### src/rtl/onehot_scan_decoder.sv
// onehot_scan_decoder
//   Registered N-to-2^N one-hot decoder with enable and an auto-scan mode.
//   DECODE drives the line selected by w. SCAN starts at w and rotates the
//   active line, holding each line for dwell+1 cycles. Used for mux/row selects
//   and similar strobes.
//
// Ports
//   clk    in   1        rising-edge clock
//   rst_n  in   1        asynchronous active-low reset
//   en     in   1        1 = outputs active, 0 = all outputs low
//   mode   in   1        0 = DECODE, 1 = SCAN
//   w      in   SEL_W    select index (DECODE) / scan start index (SCAN)
//   load   in   1        SCAN: restart the scan at w
//   dwell  in   DWELL_W  SCAN: line advances every dwell+1 cycles
//   y      out  NOUT     one-hot select, all zero when idle
//   idx    out  SEL_W    index of the active line
//   wrap   out  1        one-cycle pulse when the scan wraps NOUT-1 -> 0
//
// state    | meaning
// ---------+----------------------------------------------------------
// ST_IDLE  | en low: y all zero, dwell counter cleared, idx held
// ST_DECODE| y = 1 << w, follows w every cycle
// ST_SCAN  | y rotates from the start index, dwell+1 cycles per line

module onehot_scan_decoder #(
   parameter int SEL_W   = 2,
   parameter int DWELL_W = 4
) (
   input  logic                    clk,
   input  logic                    rst_n,
   input  logic                    en,
   input  logic                    mode,
   input  logic [SEL_W-1:0]        w,
   input  logic                    load,
   input  logic [DWELL_W-1:0]      dwell,
   output logic [(2**SEL_W)-1:0]   y,
   output logic [SEL_W-1:0]        idx,
   output logic                    wrap
);

   localparam int NOUT = 2**SEL_W;
   localparam logic [NOUT-1:0]    ONE_Y   = {{(NOUT-1){1'b0}}, 1'b1};
   localparam logic [SEL_W-1:0]   ONE_IDX = {{(SEL_W-1){1'b0}}, 1'b1};
   localparam logic [DWELL_W-1:0] ONE_CNT = {{(DWELL_W-1){1'b0}}, 1'b1};

   typedef enum logic [1:0] {
      ST_IDLE   = 2'd0,
      ST_DECODE = 2'd1,
      ST_SCAN   = 2'd2
   } state_t;

   state_t               state_q, state_d;
   logic [NOUT-1:0]      y_q, y_d;
   logic [SEL_W-1:0]     idx_q, idx_d;
   logic                 wrap_q, wrap_d;
   logic [DWELL_W-1:0]   cnt_q, cnt_d;
   logic [SEL_W-1:0]     idx_inc;

   // Natural modulo-NOUT wrap of the SEL_W-bit index.
   assign idx_inc = idx_q + ONE_IDX;

   always_ff @(posedge clk or negedge rst_n) begin
      if (!rst_n) begin
         state_q <= ST_IDLE;
         y_q     <= '0;
         idx_q   <= '0;
         wrap_q  <= 1'b0;
         cnt_q   <= '0;
      end else begin
         state_q <= state_d;
         y_q     <= y_d;
         idx_q   <= idx_d;
         wrap_q  <= wrap_d;
         cnt_q   <= cnt_d;
      end
   end

   always_comb begin
      state_d = state_q;
      y_d     = y_q;
      idx_d   = idx_q;
      wrap_d  = 1'b0;
      cnt_d   = cnt_q;

      if (!en) begin
         state_d = ST_IDLE;
         y_d     = '0;
         cnt_d   = '0;
      end else if (!mode) begin
         state_d = ST_DECODE;
         idx_d   = w;
         y_d     = ONE_Y << w;
         cnt_d   = '0;
      end else if ((state_q != ST_SCAN) || load) begin
         // Scan entry and load restart look identical; load wins over an advance.
         state_d = ST_SCAN;
         idx_d   = w;
         y_d     = ONE_Y << w;
         cnt_d   = '0;
      end else if (cnt_q >= dwell) begin
         // >= so a live dwell lowered below the running count advances at once.
         idx_d   = idx_inc;
         y_d     = ONE_Y << idx_inc;
         cnt_d   = '0;
         wrap_d  = (idx_q == {SEL_W{1'b1}});
      end else begin
         // cnt < dwell here, so the increment cannot overflow.
         cnt_d   = cnt_q + ONE_CNT;
      end
   end

   assign y    = y_q;
   assign idx  = idx_q;
   assign wrap = wrap_q;

endmodule
### config.mk
export PLATFORM = sky130hd
export DESIGN_NAME = onehot_scan_decoder
export DESIGN_NICKNAME = d
export VERILOG_FILES = /design/src/rtl/onehot_scan_decoder.sv
export SDC_FILE = /design/constraint.sdc
export NUM_CORES = 1
export LEC_CHECK = 0
export CAP_MARGIN = 20
export CORE_MARGIN = 1
export CORE_UTILIZATION = 48
export CTS_BUF_LIST = sky130_fd_sc_hd__clkbuf_16
export CTS_CLUSTER_DIAMETER = 150
export DETAILED_ROUTE_END_ITERATION = 8
export PLACE_DENSITY_LB_ADDON = 0.15
export SLEW_MARGIN = 20
export SYNTH_ARGS = -nofsm -noshare
export SYNTH_HDL_FRONTEND = slang
export SYNTH_SLANG_ARGS = --single-unit
### constraint.sdc
create_clock -name clk -period 2.15 [get_ports clk]
set_input_delay 0.3225 -clock clk [delete_from_list [all_inputs] [get_ports clk]]
set_output_delay 0.3225 -clock clk [all_outputs]
set_load 0.05 [all_outputs]
==> results of run 1 <==
[layout by cell type, fill, tap and decap left out, types with 2 or more instances in the layout]
| cell type | count |
|---|---|
| clkdlybuf4s50_1 | 17 |
| and2_1 | 2 |
| inv_1 | 8 |
| buf_4 | 2 |
| nor2_1 | 6 |
| o21ai_1 | 2 |
| mux2i_1 | 2 |
| ha_1 | 9 |
| dfrtp_1 | 13 |
| a21oi_1 | 2 |
| nand2_1 | 4 |
| clkbuf_16 | 3 |
[logic make-up after synthesis]
logic type / Yosys count
adders and majority gates: 9
AOI/OAI and AO/OA: 15
xor gates and xnor gates: 2
and+or+nand+nor: 21
DFF: 13
buffers and inverters: 10
muxes: 3
[registers in the layout, indices dropped and copies added, names as in the netlist]
| name | count |
|---|---|
| cnt_q | 4 |
| wrap | 1 |
| state_q | 2 |
| y | 4 |
| idx | 2 |
[critical path, stage by stage]
cell	delay (ns)
clkdlybuf4s50_1	0.46
inv_1	0.04
ha_1	0.33
a21oi_2	0.25
o21ai_2	0.16
o21ai_1	0.23
a22oi_1	0.12
[per-stage QoR]
step	instance area [sq um]	hold slack, ns
3_5_place_dp	986	0.487
5_1_grt	1070	0.515
3_3_place_gp	986	0.477
4_1_cts	1070	0.487
2_1_floorplan	796	0.0269
6_report	1070	0.461
[power breakdown]
group / switching (mW) / total [mW] / internal [mW]
Clock: 0.102 / 0.349 / 0.247
Sequential: 0.00792 / 0.263 / 0.255
Combinational: 0.0670 / 0.119 / 0.0516
[metal layers]
layer | track usage | vias up
li1 | - | 296
met1 | 0.275 | 279
met2 | 0.291 | 16
met3 | 0.0426 | 4
met4 | 0.113 | 0
met5 | 0 | -
[worst max path at each step]
stage | from | endpoint | slack [ns] | cells after the start
after detailed placement | dwell[3] | idx[1] | 0.10 | 7
after CTS | dwell[3] | idx[1] | 0.35 | 7
after global routing | dwell[3] | idx[1] | 0.22 | 7
after floorplan | cnt_q[0] | y[2] | 0.54 | 5
after global placement | dwell[3] | y[2] | 0.17 | 6
final | dwell[3] | idx[1] | 0.35 | 7
[area by class of cell]
type	instances	area, sq um
flip-flops and latches	13	325
clock buffers	3	75.1
clock inverters	1	5.00
inverters	8	30.0
repair buffers	19	185
well taps	16	20.0
fillers	115	458
multi-input cells	50	425
==> results.toml, run 1 <==
[job]
maxCapViolations = 0

[cts]
clk_latency_ns = 0.24
cts_tree = "done"
clock_sinks = 13
hold_buffers = 0
cts_root_buffer = "clkbuf_16"
cts_setup_buffers = 0
htree_levels = 1
clock_path_buffers = 2
cts_resized = 0
cts_made_buffers = 3
clkTransAtPathRegs_ns = 0.04

[yosys]
synth-compound-area-share = 0.168
synth-seq-area-share = 0.409
async_reset_ff_frac = 1.00
synth.area.top_cells = "dfrtp_1 41%, ha_1 14%, inv_1 3.8%"
synth_mux_area_frac = 0.0440
synth_area_sq_um = 796
synth_top_area_share = 0.409
yosys-top-cells-count = "13 x dfrtp_1, 9 x ha_1, 8 x inv_1"
synth_edf_count = 0
synth_seq_cells = 13
synthCells = 73
synth_adder_area_share = 0.142
synth_nets = 93
ys.flop_type = "dfrtp_1"
synth_xor_area_frac = 0.0220
synth_top_family_by_area = "compound AO/OA/AOI/OAI gates"
yosysWarnings = 0
synth_top_cell_by_area = "dfrtp_1"
yosysUniqueCellTypes = 34
yosysMostFrequentCell = "dfrtp_1"
synth.avg_cell_area_sq_um = 10.9
synth-simple-area-share = 0.159

[setup_path]
r2r_start = "cnt_q[0]"
critPathCaptureType = "flop"
rr_endpoint = "idx[1]"
critPathLaunchType = "primary input"
path_class = "primary input to flop"
path_max_fanout = 6
reg2regPathDepth = 6
worstPathArrival_ns = 1.91
required_ns = 2.26
worst-r2r-setup-slack_ns = 0.43

[detailed_routing]
routed-wl-met2_um = 726
drt_pass1_iterations = 4
drtIter0Drc = 13
ant_nets = 0
top_layer = "met4"
wl_per_cell_um = 13.8
wl_met3_um = 73
vias = 595
vias_per_cell = 5.41
wl_um = 1520
drt-met1-wl_um = 692
drc = 0

[floorplanning]
placementRows = 14
die_y_um = 42.7
die_area_sq_mm = 0.00182
die_w_um = 42.7
coreArea_sq_mm = 0.00152
initial_core_util = 0.522
ioPinCount = 18

[grt]
grt_pass1_wl_um = 2640
grt_max_degree = 14
antenna_found_initial = 0
grt_pass1_vias = 576
track_usage = 0.200
overflow = 0

[timing]
hold_viol = 0
grt_setup_unrepaired = "no"
setup_viol = 0
finalSetupTns_ns = 0
drv_slew = 0
fmax_ghz = 0.556
slew_headroom = 0.604
worst_pin_slew_ns = 0.592
finalCriticalPeriod_ns = 1.80
clock_skew_ns = 0.000427
worst_slack_ns = 0.353
fin_crit_sh = 0.836

[place]
dp.cells = 106
gp_congestion = 0.740
hpwl_um = 1100
dp_slack_ns = 0.101
io_buffer_count = 17

[layout]
syn2layout_area_growth_pct = 34.0
finish.utilization = 0.700
layout-drive-gt1-share = 0.149
antenna_cells = 0
final_cells = 110
nets = 115

[hold_path]
hold_class = "primary input to async pin"

[pwr]
power.density_mw_per_mm2 = 685
ir_drop_uv = 531
leakagePower_nw = 0.488
power_mw = 0.730

[run_status]
run_status = "finished clean"
Power figures use the tool's default switching activity.
==> inputs of run 2 (changes only) <==
--- a/config.mk
+++ b/config.mk
@@ -7,7 +7,7 @@
 export LEC_CHECK = 0
 export CAP_MARGIN = 20
 export CORE_MARGIN = 1
-export CORE_UTILIZATION = 48
+export CORE_UTILIZATION = 43
 export CTS_BUF_LIST = sky130_fd_sc_hd__clkbuf_16
 export CTS_CLUSTER_DIAMETER = 150
 export DETAILED_ROUTE_END_ITERATION = 8
==> constraint.sdc (replaced) <==
create_clock -name clk -period 1.51 [get_ports clk]
set_input_delay 0.2265 -clock clk [delete_from_list [all_inputs] [get_ports clk]]
set_output_delay 0.2265 -clock clk [all_outputs]
set_load 0.05 [all_outputs]
==> results.toml, run 2 (synthesized netlist as in run 1, its figures left out) <==
[layout]
finish.utilization = 0.716
layout_common_cells = "14 x buf_4, 12 x dfrtp_1, 6 x nor2_1, 6 x clkdlybuf4s50_1"
layout-drive-gt1-share = 0.373
multi_input_area_sq_um = 509
nets = 123
ff_latch_area_sq_um = 327
antenna_cells = 0
final_common_cell = "buf_4"
fill_cells = 142
syn2layout_area_growth_pct = 55.3

[place]
io_buffer_count = 17
hpwl_um = 1270
gp_congestion = 0.841

[setup_path]
reg2regPathDepth = 5
worstPathArrival_ns = 1.66
rr_endpoint = "y[2]"
r2r_start = "cnt_q[0]"
critPathLaunchType = "flop"
required_ns = 1.63
path_max_fanout = 3
worst-r2r-setup-slack_ns = -0.03
critPathCaptureType = "flop"
path_class = "flop to flop"

[grt]
track_usage = 0.217
antenna_found_initial = 0
grt_pass1_vias = 633
grt_max_degree = 14
overflow = 0
busiest_layer = "met2"
grt_pass1_wl_um = 2930
use_met3 = 0.0760
use_met1 = 0.249
grtUsageMet2 = 0.348

[cts]
clock_path_buffers = 2
clkTransAtPathRegs_ns = 0.04
clk_latency_ns = 0.24
clock_sinks = 13
cts_root_buffer = "clkbuf_16"
cts_made_buffers = 3
cts_tree = "done"
htree_levels = 1

[floorplanning]
die_y_um = 45.0
die_w_um = 45.0
initial_core_util = 0.461
ioPinCount = 18
coreArea_sq_mm = 0.00173
die_area_sq_mm = 0.00203
placementRows = 15

[run_status]
run_status = "finished with violations"
violations = "setup timing"

[timing]
grt_setup_unrepaired = "yes"
fin_hold_ws_ns = 0.292
setup_viol = 1
finalSetupTns_ns = -0.0283
fin_crit_sh = 1.02
drv_slew = 0
fmax_ghz = 0.650
worst_slack_ns = -0.0283
finalCriticalPeriod_ns = 1.54
worst_pin_slew_ns = 0.297
hold_viol = 0
clock_skew_ns = 0.000573
slew_headroom = 0.802

[detailed_routing]
drc = 0
drt_pass1_iterations = 2
wl_per_cell_um = 14.0
ant_nets = 0
vias = 630
drtIter0Drc = 4
vias_per_cell = 4.96
wl_um = 1780

[pwr]
power.density_mw_per_mm2 = 867
power_mw = 1.07
leakagePower_nw = 0.557
ir_drop_uv = 776

[job]
maxCapViolations = 0

[hold_path]
hold_class = "primary input to async pin"
-- run 2: cell count changes in the layout (fill, tap and decap cells not counted), moves of 4 or more --
cell,delta
buf_4,+12
clkdlybuf4s50_1,-11
dlygate4sd2_1,+4
ha_1,-4
ha_4,+4
inv_2,+4
-- run 2: worst max-delay path by stage --
stage | start | to | slack (ns) | depth (start not counted)
finish | cnt_q[0] | y[2] | -0.03 | 5
global route | cnt_q[0] | y[2] | -0.09 | 5
CTS | cnt_q[0] | y[2] | -0.06 | 5
detailed placement | dwell[3] | idx[1] | -0.45 | 7
global placement | dwell[3] | y[2] | -0.39 | 6
floorplan | cnt_q[3] | y[2] | -0.02 | 4
-- run 2: per-layer routing --
| layer | part of all wire | vias to the layer above | wire length, um |
|---|---|---|---|
| met1 | 0.44 | 297 | 785 |
| met5 | 0 | - | 0 |
| met3 | 0.038 | 6 | 67 |
| met4 | 0.031 | 0 | 55 |
| met2 | 0.49 | 15 | 867 |
| li1 | - | 312 | - |
-- run 2: cell type report --
type | count | share of cell area
Clock inverter | 1 | 0.00304
Clock buffer | 3 | 0.0607
Sequential cell | 13 | 0.264
Tap cell | 25 | 0.0253
Timing Repair Buffer | 27 | 0.211
Multi-Input combinational cell | 50 | 0.412
Inverter | 8 | 0.0243
-- run 2: metrics by stage --
step	area (sq um)	setup slack (ns)	instances
final	1240	-0.0283	127
after global routing	1240	-0.0856	127
after detailed placement	1100	-0.455	123
after CTS	1240	-0.0622	127
after floorplan	816	-0.0164	73
after global placement	1100	-0.392	123
-- run 2: critical path, cell delays in order (launching register included) --
cell	delay [ns]
dfrtp_1	0.38
inv_2	0.07
ha_4	0.19
nor3b_4	0.29
o2111ai_4	0.16
mux2_4	0.33
-- run 2: what timing repair did --
item | CTS | global route
endpoints found under the setup margin | 11 | 10
setup buffers | 1 | 0
hold buffers | 0 | 0
gates resized for setup | 16 | 0
pin swaps | 9 | 5
-- run 2: power by group --
group	switching (mW)	internal [mW]
registers	0.0138	0.364
clock network	0.142	0.349
logic	0.107	0.0966
total	0.263	0.809
==> inputs of run 3 (changes only) <==
--- a/config.mk
+++ b/config.mk
@@ -6,8 +6,8 @@
 export NUM_CORES = 1
 export LEC_CHECK = 0
 export CAP_MARGIN = 20
-export CORE_MARGIN = 1
-export CORE_UTILIZATION = 43
+export CORE_MARGIN = 2
+export CORE_UTILIZATION = 48
 export CTS_BUF_LIST = sky130_fd_sc_hd__clkbuf_16
 export CTS_CLUSTER_DIAMETER = 150
 export DETAILED_ROUTE_END_ITERATION = 8
==> constraint.sdc (replaced) <==
create_clock -name clk -period 1.7 [get_ports clk]
set_input_delay 0.255 -clock clk [delete_from_list [all_inputs] [get_ports clk]]
set_output_delay 0.255 -clock clk [all_outputs]
set_load 0.05 [all_outputs]
==> results.toml, run 3 (synthesized netlist as in run 1, its figures left out) <==
[setup_path]
cp_top_family = "buffers and inverters"
timing.critical_path.buf_inv = 2
worst_path_largest_cell_delay_ns = 0.48
critPathLaunchType = "primary input"
path_class = "primary input to flop"
path_max_fanout = 6
worstPathArrival_ns = 1.77
crit_path_top_delay_cell = "clkdlybuf4s50_1"
crit_chain = "clkdlybuf4s50_1 -> inv_1 -> ha_4 -> o211ai_4 -> o21ai_4 -> mux2i_1 -> a21oi_1"
critPathCaptureType = "flop"
required_ns = 1.82

[pwr]
leakagePower_nw = 0.521
ir_drop_uv = 827
seq_power_share = 0.359
power.density_mw_per_mm2 = 797
combinationalPowerShare = 0.179
switching_share = 0.241
power_mw = 0.929
p_switching_mw = 0.224
p_int_mw = 0.705
power_frac_clock = 0.462

[layout]
final_common_cell = "dfrtp_1"
antenna_cells = 0
nets = 118
layout-drive-gt1-share = 0.289
syn2layout_area_growth_pct = 46.5
finish.instance_area_sq_mm = 0.00117
layout_common_cells = "13 x dfrtp_1, 11 x buf_4, 10 x clkdlybuf4s50_1"
fill_cells = 106

[place]
hpwl_um = 1090
gp_congestion = 0.739
io_buffer_count = 17
place_area_sq_mm = 0.00100

[timing]
finalCriticalPeriod_ns = 1.65
slew_headroom = 0.598
hold_viol = 0
fin_crit_sh = 0.972
clock_skew_ns = 0.00100
worst_pin_slew_ns = 0.601
drv_slew = 0
setup_viol = 0
fmax_ghz = 0.605

[cts]
cts_tree = "done"
clkTransAtPathRegs_ns = 0.04
hold_buffers = 0
cts_root_buffer = "clkbuf_16"
clk_latency_ns = 0.24
clock_path_buffers = 2
cts_made_buffers = 3
clock_sinks = 13
htree_levels = 1
cts_setup_buffers = 0

[grt]
use_met3 = 0.0640
grtUsageMet2 = 0.301
busiest_layer = "met2"
grt_max_degree = 14
track_usage = 0.193
antenna_found_initial = 0
use_met1 = 0.240
overflow = 0
grt_pass1_wl_um = 2680
grt_pass1_vias = 593

[detailed_routing]
vias = 618
drt_pass1_iterations = 4
drc = 0
vias_per_cell = 5.47
wl_um = 1650
drtIter0Drc = 4
wl_per_cell_um = 14.6
ant_nets = 0

[floorplanning]
die_area_sq_mm = 0.00200
placementRows = 14
coreArea_sq_mm = 0.00152
initial_core_util = 0.522
ioPinCount = 18
die_y_um = 44.7
die_w_um = 44.7

[hold_path]
hold_class = "primary input to async pin"

[job]
maxCapViolations = 0

[run_status]
run_status = "finished clean"
run 3: layer usage:
metal / vias to the layer above / routed length (um)
met5: - / 0
met3: 2 / 75
met2: 13 / 902
met4: 0 / 20
li1: 303 / -
met1: 300 / 652
run 3: cell type report:
| cell class | count | area, sq um | share of cell area |
|---|---|---|---|
| multi-input cells | 50 | 509 | 0.437 |
| flip-flops and latches | 13 | 325 | 0.279 |
| repair buffers | 22 | 203 | 0.174 |
| clock buffers | 3 | 75.1 | 0.0644 |
| inverters | 8 | 30.0 | 0.0258 |
| well taps | 16 | 20.0 | 0.0172 |
| clock inverters | 1 | 3.75 | 0.00322 |
run 3: timing repair:
item	in CTS	in global routing
setup endpoints to repair	3	9
resized for setup	3	8
pin swaps	0	3
hold endpoints to repair	0	0
run 3: worst paths after layout:
path / start / to / slack [ns] / cells after the start
min in group clk: y[2] / y[2] / 0.52 / 1
max in group asynchronous: rst_n / state_q[1] / 0.91 / 1
worst max register to register: cnt_q[0] / y[2] / 0.15 / 5
worst min register to register: y[2] / y[2] / 0.52 / 1
worst min-delay path: rst_n / cnt_q[0] / 0.40 / 1
worst max-delay path: dwell[2] / y[1] / 0.05 / 7
run 3: per-stage QoR:
| step | hold WS, ns | utilization | setup TNS (ns) | worst slack (ns) | instances |
|---|---|---|---|---|---|
| after floorplan | -0.0406 | - | 0 | 0.0851 | 73 |
| after global placement | 0.502 | 0.658 | -1.79 | -0.220 | 109 |
| after detailed placement | 0.518 | 0.658 | -2.04 | -0.256 | 109 |
| after CTS | 0.421 | 0.724 | -0.00781 | -0.00763 | 113 |
| after global routing | 0.467 | 0.765 | -0.0178 | -0.0121 | 113 |
| final | 0.399 | 0.765 | 0 | 0.0478 | 113 |
run 3: worst reg2reg max path: stages (launching register included):
cell	delay, ns
dfrtp_1	0.37
inv_1	0.09
ha_4	0.20
nor3b_4	0.27
o2111ai_4	0.18
mux2_4	0.32
run 3: power groups by stage:
| stage | Sequential, mW | Combinational (mW) | Clock (mW) |
|---|---|---|---|
| 6_report | 0.333 | 0.167 | 0.429 |
| 3_3_place_gp | 0.337 | 0.149 | 0 |
| 5_1_grt | 0.335 | 0.181 | 0.460 |
| 3_5_place_dp | 0.337 | 0.151 | 0 |
| 4_1_cts | 0.333 | 0.157 | 0.441 |
| 2_1_floorplan | 0.369 | 0.0540 | 0 |
